==> config.mk <==
export PLATFORM = sky130hd
export DESIGN_NAME = bcd_to_onehot_dec
export DESIGN_NICKNAME = d
export VERILOG_FILES = /design/src/rtl/bcd_pkg.sv /design/src/rtl/bcd_digit_fifo.sv /design/src/rtl/bcd_to_onehot_dec.sv
export SDC_FILE = /design/constraint.sdc
export NUM_CORES = 1
export LEC_CHECK = 0
export BUFFER_PORTS_ARGS = -buffer_cell sky130_fd_sc_hd__buf_2
export CORE_MARGIN = 2
export CORE_UTILIZATION = 39
export DETAILED_ROUTE_END_ITERATION = 16
export GPL_TIMING_DRIVEN = 0
export MAX_ROUTING_LAYER = met4
export PLACE_DENSITY = 0.63
export SKIP_LAST_GASP = 1
export SYNTH_ARGS = -nofsm -noshare
export SYNTH_HDL_FRONTEND = slang
export SYNTH_HIERARCHICAL = 1
export SYNTH_SLANG_ARGS = --single-unit
export TNS_END_PERCENT = 20
==> constraint.sdc <==
create_clock -name clk -period 4.2 [get_ports clk]
set_input_delay 0.63 -clock clk [delete_from_list [all_inputs] [get_ports clk]]
set_output_delay 0.63 -clock clk [all_outputs]
set_load 0.02 [all_outputs]
==> src/rtl/bcd_pkg.sv <==
// Shared types, widths and the BCD-to-one-hot decode helper for the digit decoder.
package bcd_pkg;

  localparam int BCD_W    = 4;
  localparam int ONEHOT_W = 10;
  localparam int BCD_MAX  = 9;

  typedef logic [BCD_W-1:0]    bcd_t;
  typedef logic [ONEHOT_W-1:0] onehot_t;

  typedef struct packed {
    onehot_t onehot;
    logic    err;
  } dec_t;

  // Codes above BCD_MAX decode to an all-zero word with err raised.
  function automatic dec_t bcd2onehot(input bcd_t d);
    dec_t r;
    r.onehot = {ONEHOT_W{1'b0}};
    r.err    = 1'b0;
    if (d <= bcd_t'(BCD_MAX)) begin
      r.onehot = {{(ONEHOT_W-1){1'b0}}, 1'b1} << d;
    end else begin
      r.err = 1'b1;
    end
    return r;
  endfunction

endpackage

==> src/rtl/bcd_digit_fifo.sv <==
// DEPTH-entry FIFO of BCD digits with explicit pointer wrap, so DEPTH need not be a power of two.
module bcd_digit_fifo
  import bcd_pkg::*;
#(
  parameter int DEPTH = 2
) (
  input  logic clk,
  input  logic rst,
  input  logic wr_en,
  input  bcd_t wr_data,
  input  logic rd_en,
  output bcd_t rd_data,
  output logic full,
  output logic empty
);

  localparam int PTR_W = (DEPTH > 1) ? $clog2(DEPTH) : 1;
  localparam int CNT_W = $clog2(DEPTH + 1);

  logic [PTR_W-1:0] wr_ptr;
  logic [PTR_W-1:0] rd_ptr;
  logic [CNT_W-1:0] count;
  bcd_t             mem [DEPTH];
  logic             do_push;
  logic             do_pop;

  function automatic logic [PTR_W-1:0] ptr_inc(input logic [PTR_W-1:0] p);
    if (p == PTR_W'(DEPTH - 1)) begin
      return {PTR_W{1'b0}};
    end else begin
      return p + PTR_W'(1);
    end
  endfunction

  assign full    = (count == CNT_W'(DEPTH));
  assign empty   = (count == {CNT_W{1'b0}});
  // A full FIFO refuses the write even when a pop happens on the same edge.
  assign do_push = wr_en & ~full;
  assign do_pop  = rd_en & ~empty;
  assign rd_data = mem[rd_ptr];

  // Storage, pointers and occupancy count.
  always_ff @(posedge clk or posedge rst) begin
    if (rst) begin
      wr_ptr <= {PTR_W{1'b0}};
      rd_ptr <= {PTR_W{1'b0}};
      count  <= {CNT_W{1'b0}};
      for (int i = 0; i < DEPTH; i++) begin
        mem[i] <= {BCD_W{1'b0}};
      end
    end else begin
      if (do_push) begin
        mem[wr_ptr] <= wr_data;
        wr_ptr      <= ptr_inc(wr_ptr);
      end
      if (do_pop) begin
        rd_ptr <= ptr_inc(rd_ptr);
      end
      case ({do_push, do_pop})
        2'b10:   count <= count + CNT_W'(1);
        2'b01:   count <= count - CNT_W'(1);
        default: count <= count;
      endcase
    end
  end

endmodule

==> src/rtl/bcd_to_onehot_dec.sv <==
// Buffered BCD-to-one-hot decoder with valid/ready on both sides.
// Optional saturating illegal-code counter enabled by macro BCD_ERR_CNT_EN.
module bcd_to_onehot_dec
  import bcd_pkg::*;
#(
  parameter int DEPTH     = 2,
  parameter int ERR_CNT_W = 8
) (
  input  logic                 clk,
  input  logic                 rst,
  input  logic                 in_valid,
  output logic                 in_ready,
  input  logic [3:0]           in_bcd,
  output logic                 out_valid,
  input  logic                 out_ready,
  output logic [9:0]           out_onehot,
  output logic                 out_err
`ifdef BCD_ERR_CNT_EN
  ,
  output logic [ERR_CNT_W-1:0] err_cnt
`endif
);

  bcd_t head;
  logic full;
  logic empty;
  dec_t dec;

  bcd_digit_fifo #(
    .DEPTH (DEPTH)
  ) u_fifo (
    .clk     (clk),
    .rst     (rst),
    .wr_en   (in_valid),
    .wr_data (in_bcd),
    .rd_en   (out_ready),
    .rd_data (head),
    .full    (full),
    .empty   (empty)
  );

  assign in_ready  = ~full;
  assign out_valid = ~empty;

  // Decode the head entry; an empty FIFO presents an all-zero word.
  always_comb begin
    dec = bcd2onehot(head);
    if (empty) begin
      out_onehot = {ONEHOT_W{1'b0}};
      out_err    = 1'b0;
    end else begin
      out_onehot = dec.onehot;
      out_err    = dec.err;
    end
  end

`ifdef BCD_ERR_CNT_EN
  // Count popped illegal codes, holding at all-ones.
  always_ff @(posedge clk or posedge rst) begin
    if (rst) begin
      err_cnt <= {ERR_CNT_W{1'b0}};
    end else if (out_valid && out_ready && out_err && (err_cnt != {ERR_CNT_W{1'b1}})) begin
      err_cnt <= err_cnt + ERR_CNT_W'(1);
    end else begin
      err_cnt <= err_cnt;
    end
  end
`else
  logic unused_cfg;
  assign unused_cfg = ^ERR_CNT_W;
`endif

endmodule
==> results of run 1 <==
[kinds of logic after synthesis]
logic type	Yosys count
fa+ha+maj	1
flops	12
xor+xnor	5
mux	12
buf+inv	5
simple gates	24
[registers in the layout, indices dropped and copies added (netlist names)]
register,cells
u_fifo/mem,8
u_fifo/wr_ptr,1
u_fifo/rd_ptr,1
u_fifo/count,2
[final timing paths]
check / cells after the start / slack [ns] / from / endpoint
hold / removal: 2 / 0.36 / rst / u_fifo/wr_ptr
min in group clk: 1 / 0.49 / u_fifo/wr_ptr / u_fifo/wr_ptr
setup reg to reg: 5 / 2.53 / u_fifo/count[1] / u_fifo/count[1]
setup / recovery: 4 / 1.69 / u_fifo/rd_ptr / out_onehot[2]
hold reg to reg: 1 / 0.49 / u_fifo/wr_ptr / u_fifo/wr_ptr
max in group asynchronous: 2 / 3.54 / rst / u_fifo/count[1]
[routing by layer]
metal  track usage  share of wire
met1         0.177           0.49
met2         0.172           0.46
met3        0.0588          0.051
met4        0.0343              0
met5             -              0
[synthesized netlist by cell type, drive strengths merged]
| cell | count |
|---|---|
| nor3 | 3 |
| nor3b | 1 |
| and3b | 1 |
| nor2 | 7 |
| ha | 1 |
| mux2 | 12 |
| nand2 | 1 |
| nand2b | 2 |
| nand3b | 2 |
| buf | 1 |
| and3 | 2 |
| inv | 4 |
| nor2b | 1 |
| nor4b | 1 |
| nor4 | 1 |
| xor2 | 2 |
| xnor2 | 3 |
| or3b | 2 |
| dfrtp | 12 |
[critical path, delay by kind of cell (launching register included)]
family        cells  cell delay (ns)
buf+inv           1             0.19
flops             1             0.47
mux               1             0.42
simple gates      2             0.54
[placed cells by master, fill, tap and decap left out]
master    count
xnor2_1       3
clkbuf_4      3
xor2_1        2
ha_1          1
mux2_2        8
and3b_1       1
mux2_4        4
clkbuf_8      1
nor3b_1       1
nand2_1       1
inv_1         4
dfrtp_1      12
nor2_1        7
nand2b_4      2
and3_4        1
nor2b_1       1
buf_2        20
nor4_1        1
nor3_1        3
nor4b_1       1
nand3b_1      2
and3_1        1
or3b_1        2
buf_6         1
[power by group through the flow]
stage	clock network [mW]	logic, mW	registers (mW)
after floorplan	0	0.361	0.214
after global placement	0	0.447	0.224
after detailed placement	0	0.452	0.226
after CTS	0.0948	0.453	0.224
after global routing	0.101	0.494	0.233
final	0.0898	0.449	0.223
[layout make-up]
class / instances / area (um2) / area share
Clock buffer: 4 / 36.3 / 0.0422
Timing Repair Buffer: 20 / 100 / 0.116
Buffer: 1 / 11.3 / 0.0131
Multi-Input combinational cell: 42 / 367 / 0.426
Tap cell: 25 / 31.3 / 0.0363
Inverter: 4 / 15.0 / 0.0174
Sequential cell: 12 / 300 / 0.349
[metrics by stage]
stage	cell area, um2	hold WS [ns]	utilization	cells	power, mW
after global routing	861	0.373	0.504	108	0.828
final	861	0.356	0.504	108	0.763
after global placement	825	0.478	0.483	104	0.671
after floorplan	693	0.460	-	59	0.575
after CTS	861	0.362	0.504	108	0.772
after detailed placement	825	0.481	0.483	104	0.678
==> results.py, run 1 <==
metrics = {
    "timing": {
        "drv_slew": 0,
        "tightest_slew_ns": 0.452,
        "fmax_mhz": 398,
        "setup_viol": 0,
        "fin_ws_ns": 1.69,
        "finClkSkew_ns": 0.00109,
        "slew_headroom": 0.698,
        "rsz0062_at_grt": "no",
        "min_period_over_period": 0.599,
        "post-route-min-period_ns": 2.51,
        "setup-tns-final_ns": 0,
        "timing_hold_violations_final": 0,
    },
    "synthesis": {
        "syn-num-nets": 68,
        "ys_ff_latch": 12,
        "synth-compound-area-share": 0,
        "synth.avg_cell_area_um2": 11.7,
        "muxShareOfSynthArea": 0.217,
        "ys_types": 21,
        "yosysTopAreaCellShare": 0.433,
        "synth-xor-area-share": 0.0632,
        "synthSimpleGateAreaFrac": 0.231,
        "yosysWarnings": 6,
        "syn_inst": 59,
        "ys_top_cells_by_area": "dfrtp_1 43%, mux2_2 13%, mux2_4 8.7%",
        "synth_seq_area_share": 0.433,
        "synth_adder_area_share": 0.0181,
        "synth_top_area_cell": "dfrtp_1",
        "syn_area_um2": 693,
        "synth_top_family_by_area": "simple AND/OR/NAND/NOR gates",
    },
    "drt": {
        "totalWireLength_um": 1220,
        "wl_per_cell_um": 11.3,
        "drt_iter0_markers": 4,
        "ant_nets": 0,
        "drtPass1Iterations": 4,
        "viasPerCell": 4.57,
        "remaining_drc_errors": 0,
        "via_count": 494,
    },
    "grt": {
        "grt_max_degree": 13,
        "grt_use_total": 0.130,
        "antenna_found_initial": 0,
        "grt_pass1_wl_um": 1870,
        "grt.overflow.total": 0,
        "grt_pass1_vias": 417,
    },
    "clock_tree": {
        "clk_path_buf_depth": 2,
        "ctsHoldBuffers": 0,
        "cts_tree": "built",
        "cts_resized": 0,
        "htreeDepth": 1,
        "clkLatencyLatePin_ns": 0.26,
        "cts_sinks": 12,
        "root_buffer": "clkbuf_4",
        "clkTransAtPathRegs_ns": 0.07,
        "postCtsSetupBuffers": 0,
        "numCtsBuffers": 3,
    },
    "floorplanning": {
        "core_um2": 1710,
        "rows": 15,
        "die_h_um": 46.2,
        "io_pins": 21,
        "initial_core_util": 0.406,
        "fp.dieArea_um2": 2130,
        "die_x_um": 46.2,
    },
    "power_and_ir_drop": {
        "seqPwrFrac": 0.293,
        "vdd_ir_drop_max_mv": 0.385,
        "power_frac_comb": 0.589,
        "p_leak_nw": 0.430,
        "power_switching_mw": 0.317,
        "powerDensity_nw_per_um2": 886,
        "pwr-share-clk": 0.118,
        "swShare": 0.416,
        "p_int_mw": 0.446,
    },
    "critical_path": {
        "path_cells": "mux2_2 > or3b_1 > nor3_1 > buf_2",
        "arrival_ns": 1.88,
        "crit_required_ns": 3.57,
        "crit_type": "register to output port",
        "start_kind": "register",
        "critPathMaxStageDelay_ns": 0.47,
        "end_kind": "output port",
        "critPathSlowestCell": "dfrtp_1",
        "critical_path.max_fanout": 6,
    },
    "flow_run": {
        "max_cap_viol_count": 0,
    },
    "outcome": {
        "status": "finished clean",
    },
    "layout": {
        "layout-drive-gt1-share": 0.482,
        "final_nets": 93,
        "antennaDiodeCount": 0,
        "fillers": 163,
        "syn_to_final_growth_pct": 24.2,
    },
    "place": {
        "gp_routability_congestion": 0.675,
        "dp_slack_ns": 1.98,
        "io_buffer_count": 20,
        "place_hpwl_um": 962,
    },
    "hold_path": {
        "hold_path_class": "input pin to asynchronous set/reset pin",
    },
}
Power figures use the tool's default switching activity.
==> run 2: changes to the inputs <==
--- a/config.mk
+++ b/config.mk
@@ -11,7 +11,7 @@
 export DETAILED_ROUTE_END_ITERATION = 16
 export GPL_TIMING_DRIVEN = 0
 export MAX_ROUTING_LAYER = met4
-export PLACE_DENSITY = 0.63
+export PLACE_DENSITY = 0.66
 export SKIP_LAST_GASP = 1
 export SYNTH_ARGS = -nofsm -noshare
 export SYNTH_HDL_FRONTEND = slang
==> constraint.sdc (replaced) <==
create_clock -name clk -period 2.1 [get_ports clk]
set_input_delay 0.315 -clock clk [delete_from_list [all_inputs] [get_ports clk]]
set_output_delay 0.315 -clock clk [all_outputs]
set_load 0.02 [all_outputs]
==> run 2 against run 1 <==
Net effect:
- the run now ends with negative setup slack left
- via count grew 8.1%
- largest cell class unchanged
- critical path depth stayed put
- first-iteration DRC count decreased by 25%
- total power increased by 120%
- clock power grew 50%
- sequential power up 100%
- register-to-register slack got worse by 2.2 ns
- sequential cell count stayed put
==> results.py, run 2 (synthesis gave the netlist of run 1 again) <==
metrics = {
    "power_and_ir_drop": {
        "swShare": 0.410,
        "power_frac_comb": 0.655,
        "p_int_mw": 1.01,
        "seqPwrFrac": 0.266,
        "pwr-share-clk": 0.079,
        "power_mw": 1.71,
        "powerDensity_nw_per_um2": 1860,
        "power_switching_mw": 0.701,
        "p_leak_nw": 0.467,
        "vdd_ir_drop_max_mv": 0.804,
    },
    "timing": {
        "drv_slew": 0,
        "fmax_mhz": 463,
        "fin_ws_ns": -0.0596,
        "rsz0062_at_grt": "yes",
        "min_period_over_period": 1.03,
        "setup_viol": 1,
        "post-route-min-period_ns": 2.16,
        "timing_hold_violations_final": 0,
        "finClkSkew_ns": 0.00189,
        "hold_slack_ns": 0.0405,
        "slew_headroom": 0.633,
        "tightest_slew_ns": 0.549,
    },
    "drt": {
        "viasPerCell": 4.73,
        "drtPass1Iterations": 5,
        "drt_iter0_markers": 3,
        "totalWireLength_um": 1420,
        "ant_nets": 0,
        "wl_per_cell_um": 12.6,
        "via_count": 534,
        "remaining_drc_errors": 0,
    },
    "clock_tree": {
        "cts_sinks": 12,
        "clk_path_buf_depth": 2,
        "clkTransAtPathRegs_ns": 0.07,
        "htreeDepth": 1,
        "cts_tree": "built",
        "ctsHoldBuffers": 0,
        "numCtsBuffers": 3,
        "clkLatencyLatePin_ns": 0.26,
        "root_buffer": "clkbuf_4",
    },
    "layout": {
        "final_cells": 113,
        "post-route-util": 0.540,
        "syn_to_final_growth_pct": 33.0,
        "layout_common_cells": "19 x buf_2, 11 x dfrtp_1, 7 x nor2_1, 7 x buf_4, 7 x mux2_4",
        "layout_commonest_cell": "buf_2",
        "largest_reg_flops": 8,
        "fillers": 149,
        "layout-drive-gt1-share": 0.568,
        "max_flop_register": "u_fifo/mem",
        "antennaDiodeCount": 0,
        "reg.largest.list": "u_fifo/mem (8), u_fifo/count (2)",
        "final_nets": 99,
    },
    "grt": {
        "antenna_found_initial": 0,
        "grt_use_total": 0.135,
        "grt_pass1_wl_um": 1970,
        "grt_max_degree": 13,
        "grt_pass1_vias": 451,
        "grt.overflow.total": 0,
    },
    "critical_path": {
        "start_kind": "register",
        "arrival_ns": 1.84,
        "worst-path-buf-inv": 1,
        "end_kind": "output port",
        "critical_path.max_fanout": 5,
        "crit_type": "register to output port",
        "cp_top_family": "simple AND/OR/NAND/NOR gates",
        "critPathMaxStageDelay_ns": 0.46,
        "critPathSlowestCell": "dfrtp_2",
        "path_cells": "mux2_4 > or3b_4 > nor3_2 > buf_4",
        "crit_required_ns": 1.78,
    },
    "place": {
        "io_buffer_count": 20,
        "dp.cells": 104,
        "place_hpwl_um": 971,
        "gp_routability_congestion": 0.766,
    },
    "floorplanning": {
        "rows": 15,
        "fp.dieArea_um2": 2130,
        "die_x_um": 46.2,
        "initial_core_util": 0.406,
        "core_um2": 1710,
        "io_pins": 21,
        "die_h_um": 46.2,
    },
    "hold_path": {
        "hold_path_class": "input pin to asynchronous set/reset pin",
    },
    "flow_run": {
        "max_cap_viol_count": 0,
    },
    "outcome": {
        "status": "finished, violations left",
        "violations": "negative setup slack",
    },
}
run 2: cell count changes in the layout (fill, tap and decap cells not counted), moves of 2 or more:
cell    change
buf_4       +7
mux2_2      -3
mux2_4      +3
nor3_1      -2
nor3_2      +2
or3b_1      -2
or3b_4      +2
run 2: metal layers:
layer  track usage  wire [um]  vias to the layer above
met3        0.0588         49                        0
met1         0.172        652                      261
met5             -          0                        -
li1              -          -                      264
met2         0.203        720                        9
met4        0.0171          0                        0
run 2: final cells by class:
cell class / count / area [um2] / area share
plain buffers: 1 / 11.3 / 0.0122
clock buffers: 3 / 22.5 / 0.0244
inverters: 4 / 15.0 / 0.0163
multi-input cells: 42 / 393 / 0.426
flip-flops and latches: 12 / 302 / 0.327
well taps: 25 / 31.3 / 0.0339
repair buffers: 26 / 148 / 0.160
run 2: power by group through the flow:
stage          Clock, mW  Combinational [mW]  Sequential [mW]
2_1_floorplan          0               0.722            0.428
3_3_place_gp           0               0.896            0.450
3_5_place_dp           0               0.909            0.450
4_1_cts            0.144                1.02            0.454
5_1_grt            0.151                1.22            0.467
6_report           0.135                1.12            0.455
run 2: timing repair:
item | in CTS | in global routing
endpoints found under the setup margin | 4 | 5
setup buffers | 3 | 3
pin swaps | 0 | 1
cloned | 0 | 0
gates resized for setup | 6 | 3
run 2: worst paths after layout:
path / startpoint / end / slack, ns / depth (start not counted)
min in group clk: in_bcd[3] / u_fifo/mem[3] / 0.30 / 2
hold / removal: rst / u_fifo/mem[3] / 0.04 / 2
setup / recovery: u_fifo/rd_ptr / out_onehot[2] / -0.06 / 4
setup reg to reg: u_fifo/count[1] / u_fifo/count[1] / 0.33 / 5
hold reg to reg: u_fifo/wr_ptr / u_fifo/wr_ptr / 0.50 / 1
max in group asynchronous: rst / u_fifo/rd_ptr / 1.72 / 2
run 2: worst reg2reg max path: stages, from the launching register on:
cell	delay, ns
dfrtp_1	0.43
nor2_1	0.46
nor2b_1	0.15
ha_1	0.35
nor2_1	0.15
xor2_1	0.15
run 2: per-stage QoR:
step	instance area (um2)	setup slack (ns)	TNS, ns
2_1_floorplan	693	0.132	0
3_3_place_gp	825	0.168	0
3_5_place_dp	825	0.195	0
4_1_cts	890	-0.00590	-0.00590
5_1_grt	922	-0.117	-0.330
6_report	922	-0.0596	-0.0596
==> run 3: changes to the inputs <==
--- a/config.mk
+++ b/config.mk
@@ -12,6 +12,7 @@
 export GPL_TIMING_DRIVEN = 0
 export MAX_ROUTING_LAYER = met4
 export PLACE_DENSITY = 0.66
+export REMOVE_ABC_BUFFERS = 1
 export SKIP_LAST_GASP = 1
 export SYNTH_ARGS = -nofsm -noshare
 export SYNTH_HDL_FRONTEND = slang
==> run 3 against run 2 <==
Net effect:
- the run now ends clean
- sequential share of layout area up 0.68 points
- worst setup slack better by 0.074 ns
- wire length shrank 6.1%
- sequential cell count stayed put
- non-clock buffer count fell by 4
- first-iteration DRC count unchanged
- total power shrank 2.7%
- clock-buffer cell count increased by 1
==> results.py, run 3 (synthesis gave the netlist of run 1 again) <==
metrics = {
    "power_and_ir_drop": {
        "powerDensity_nw_per_um2": 1840,
        "p_leak_nw": 0.454,
        "vdd_ir_drop_max_mv": 0.869,
    },
    "clock_tree": {
        "clkTransAtPathRegs_ns": 0.07,
        "ctsHoldBuffers": 0,
        "htreeDepth": 1,
        "cts_tree": "built",
        "clkLatencyLatePin_ns": 0.27,
        "root_buffer": "clkbuf_4",
        "numCtsBuffers": 3,
        "cts_sinks": 12,
        "clk_path_buf_depth": 2,
    },
    "drt": {
        "viasPerCell": 4.60,
        "drt_iter0_markers": 3,
        "ant_nets": 0,
        "drtPass1Iterations": 3,
        "totalWireLength_um": 1330,
        "remaining_drc_errors": 0,
        "via_count": 506,
        "wl_per_cell_um": 12.1,
    },
    "critical_path": {
        "r2r_setup_slack_ns": 0.33,
        "regToRegStartpoint": "u_fifo/count[1]",
        "cp_top_family": "simple AND/OR/NAND/NOR gates",
        "arrival_ns": 1.77,
        "path_cells": "mux2_4 > or3b_1 > nor3_1 > buf_2",
        "worst_r2r_endpoint": "u_fifo/count[1]",
        "start_kind": "register",
        "crit_required_ns": 1.78,
        "worst-path-buf-inv": 1,
        "crit_type": "register to output port",
        "reg2regPathDepth": 5,
        "critPathSlowestCell": "dfrtp_2",
        "critical_path.max_fanout": 8,
        "end_kind": "output port",
        "critPathMaxStageDelay_ns": 0.45,
    },
    "layout": {
        "final_nets": 95,
        "antennaDiodeCount": 0,
        "max_flop_register": "u_fifo/mem",
        "final_area_um2": 903,
        "reg.largest.list": "u_fifo/mem (8), u_fifo/count (2)",
        "layout-drive-gt1-share": 0.541,
        "final_cells": 110,
        "largest_reg_flops": 8,
        "post-route-util": 0.529,
        "layout_common_cells": "18 x buf_2, 11 x dfrtp_1, 7 x nor2_1, 7 x mux2_4",
        "syn_to_final_growth_pct": 30.3,
        "layout_commonest_cell": "buf_2",
    },
    "floorplanning": {
        "initial_core_util": 0.406,
        "die_x_um": 46.2,
        "io_pins": 21,
        "rows": 15,
        "die_h_um": 46.2,
        "fp.dieArea_um2": 2130,
        "core_um2": 1710,
    },
    "place": {
        "dpl_cell_area_um2": 813,
        "io_buffer_count": 20,
        "place_hpwl_um": 935,
        "dp.cells": 103,
        "gp_routability_congestion": 0.652,
    },
    "flow_run": {
        "max_cap_viol_count": 0,
    },
    "grt": {
        "antenna_found_initial": 0,
        "grt_pass1_wl_um": 2120,
        "grt_pass1_vias": 466,
        "grt.overflow.total": 0,
        "grt_use_total": 0.149,
        "grt_max_degree": 13,
    },
    "outcome": {
        "status": "finished clean",
    },
    "timing": {
        "tightest_slew_ns": 0.517,
        "timing_hold_violations_final": 0,
        "drv_slew": 0,
        "slew_headroom": 0.654,
        "post-route-min-period_ns": 2.09,
        "fmax_mhz": 479,
        "finClkSkew_ns": 0.00318,
        "rsz0062_at_grt": "yes",
        "setup_viol": 0,
        "min_period_over_period": 0.993,
    },
    "hold_path": {
        "hold_path_class": "input pin to asynchronous set/reset pin",
    },
}
run 3: cell count changes in the layout (fill, tap and decap cells not counted):
cell	before	now
nor4b_1	1	0
nor3_2	2	1
nor4b_2	0	1
buf_4	7	5
or3b_1	0	1
or3b_4	2	1
clkbuf_8	0	1
nor3_1	1	2
buf_6	1	0
buf_2	19	18
run 3: area by class of cell:
class                      count  area, um2
clock buffer                   4       36.3
fill                         162        805
inverter                       4       15.0
multi-input combinational     42        392
sequential                    12        302
tap                           25       31.3
timing repair buffer          23        128
run 3: worst register-to-register path, delay by kind of cell, from the launching register on:
family | cells | cell delay (ns)
adder cells (fa/ha/maj) | 1 | 0.35
flip-flops | 1 | 0.44
AND/OR/NAND/NOR | 3 | 0.73
XOR/XNOR | 1 | 0.17
run 3: repair_timing:
action	CTS	global route
pin swaps	0	0
setup endpoints to repair	4	6
buffers inserted	2	1
hold endpoints to repair	0	0
gates resized for setup	4	5
run 3: power by group:
group / switching (mW) / leakage, nW / total, mW / internal, mW
clock network: 0.0769 / 0.0210 / 0.182 / 0.105
logic: 0.509 / 0.293 / 1.03 / 0.518
registers: 0.0986 / 0.140 / 0.455 / 0.357
total: 0.684 / 0.454 / 1.66 / 0.980
run 3: how the worst max path moves through the flow:
| stage | start | end | depth (start not counted) |
|---|---|---|---|
| finish | u_fifo/rd_ptr | out_onehot[2] | 4 |
| CTS | u_fifo/rd_ptr | out_onehot[4] | 4 |
| global route | u_fifo/rd_ptr | out_onehot[2] | 4 |
| detailed placement | u_fifo/rd_ptr | out_onehot[2] | 4 |
| floorplan | u_fifo/rd_ptr | out_onehot[4] | 3 |
| global placement | u_fifo/rd_ptr | out_onehot[4] | 4 |
run 3: per-layer routing:
layer | track usage | part of all wire | vias up
met5 | - | 0 | -
li1 | - | - | 255
met3 | 0.0588 | 0.040 | 5
met2 | 0.222 | 0.49 | 8
met1 | 0.183 | 0.45 | 238
met4 | 0.0514 | 0.012 | 0
run 3: through the flow:
stage	hold WS (ns)	worst slack [ns]	total power, mW	setup TNS, ns
after CTS	0.0564	-0.0155	1.61	-0.0155
after global routing	0.0625	-0.0656	1.80	-0.364
after global placement	0.341	0.191	1.32	0
final	0.0372	0.0142	1.66	0
after detailed placement	0.352	0.196	1.34	0
after floorplan	0.180	0.132	1.14	0
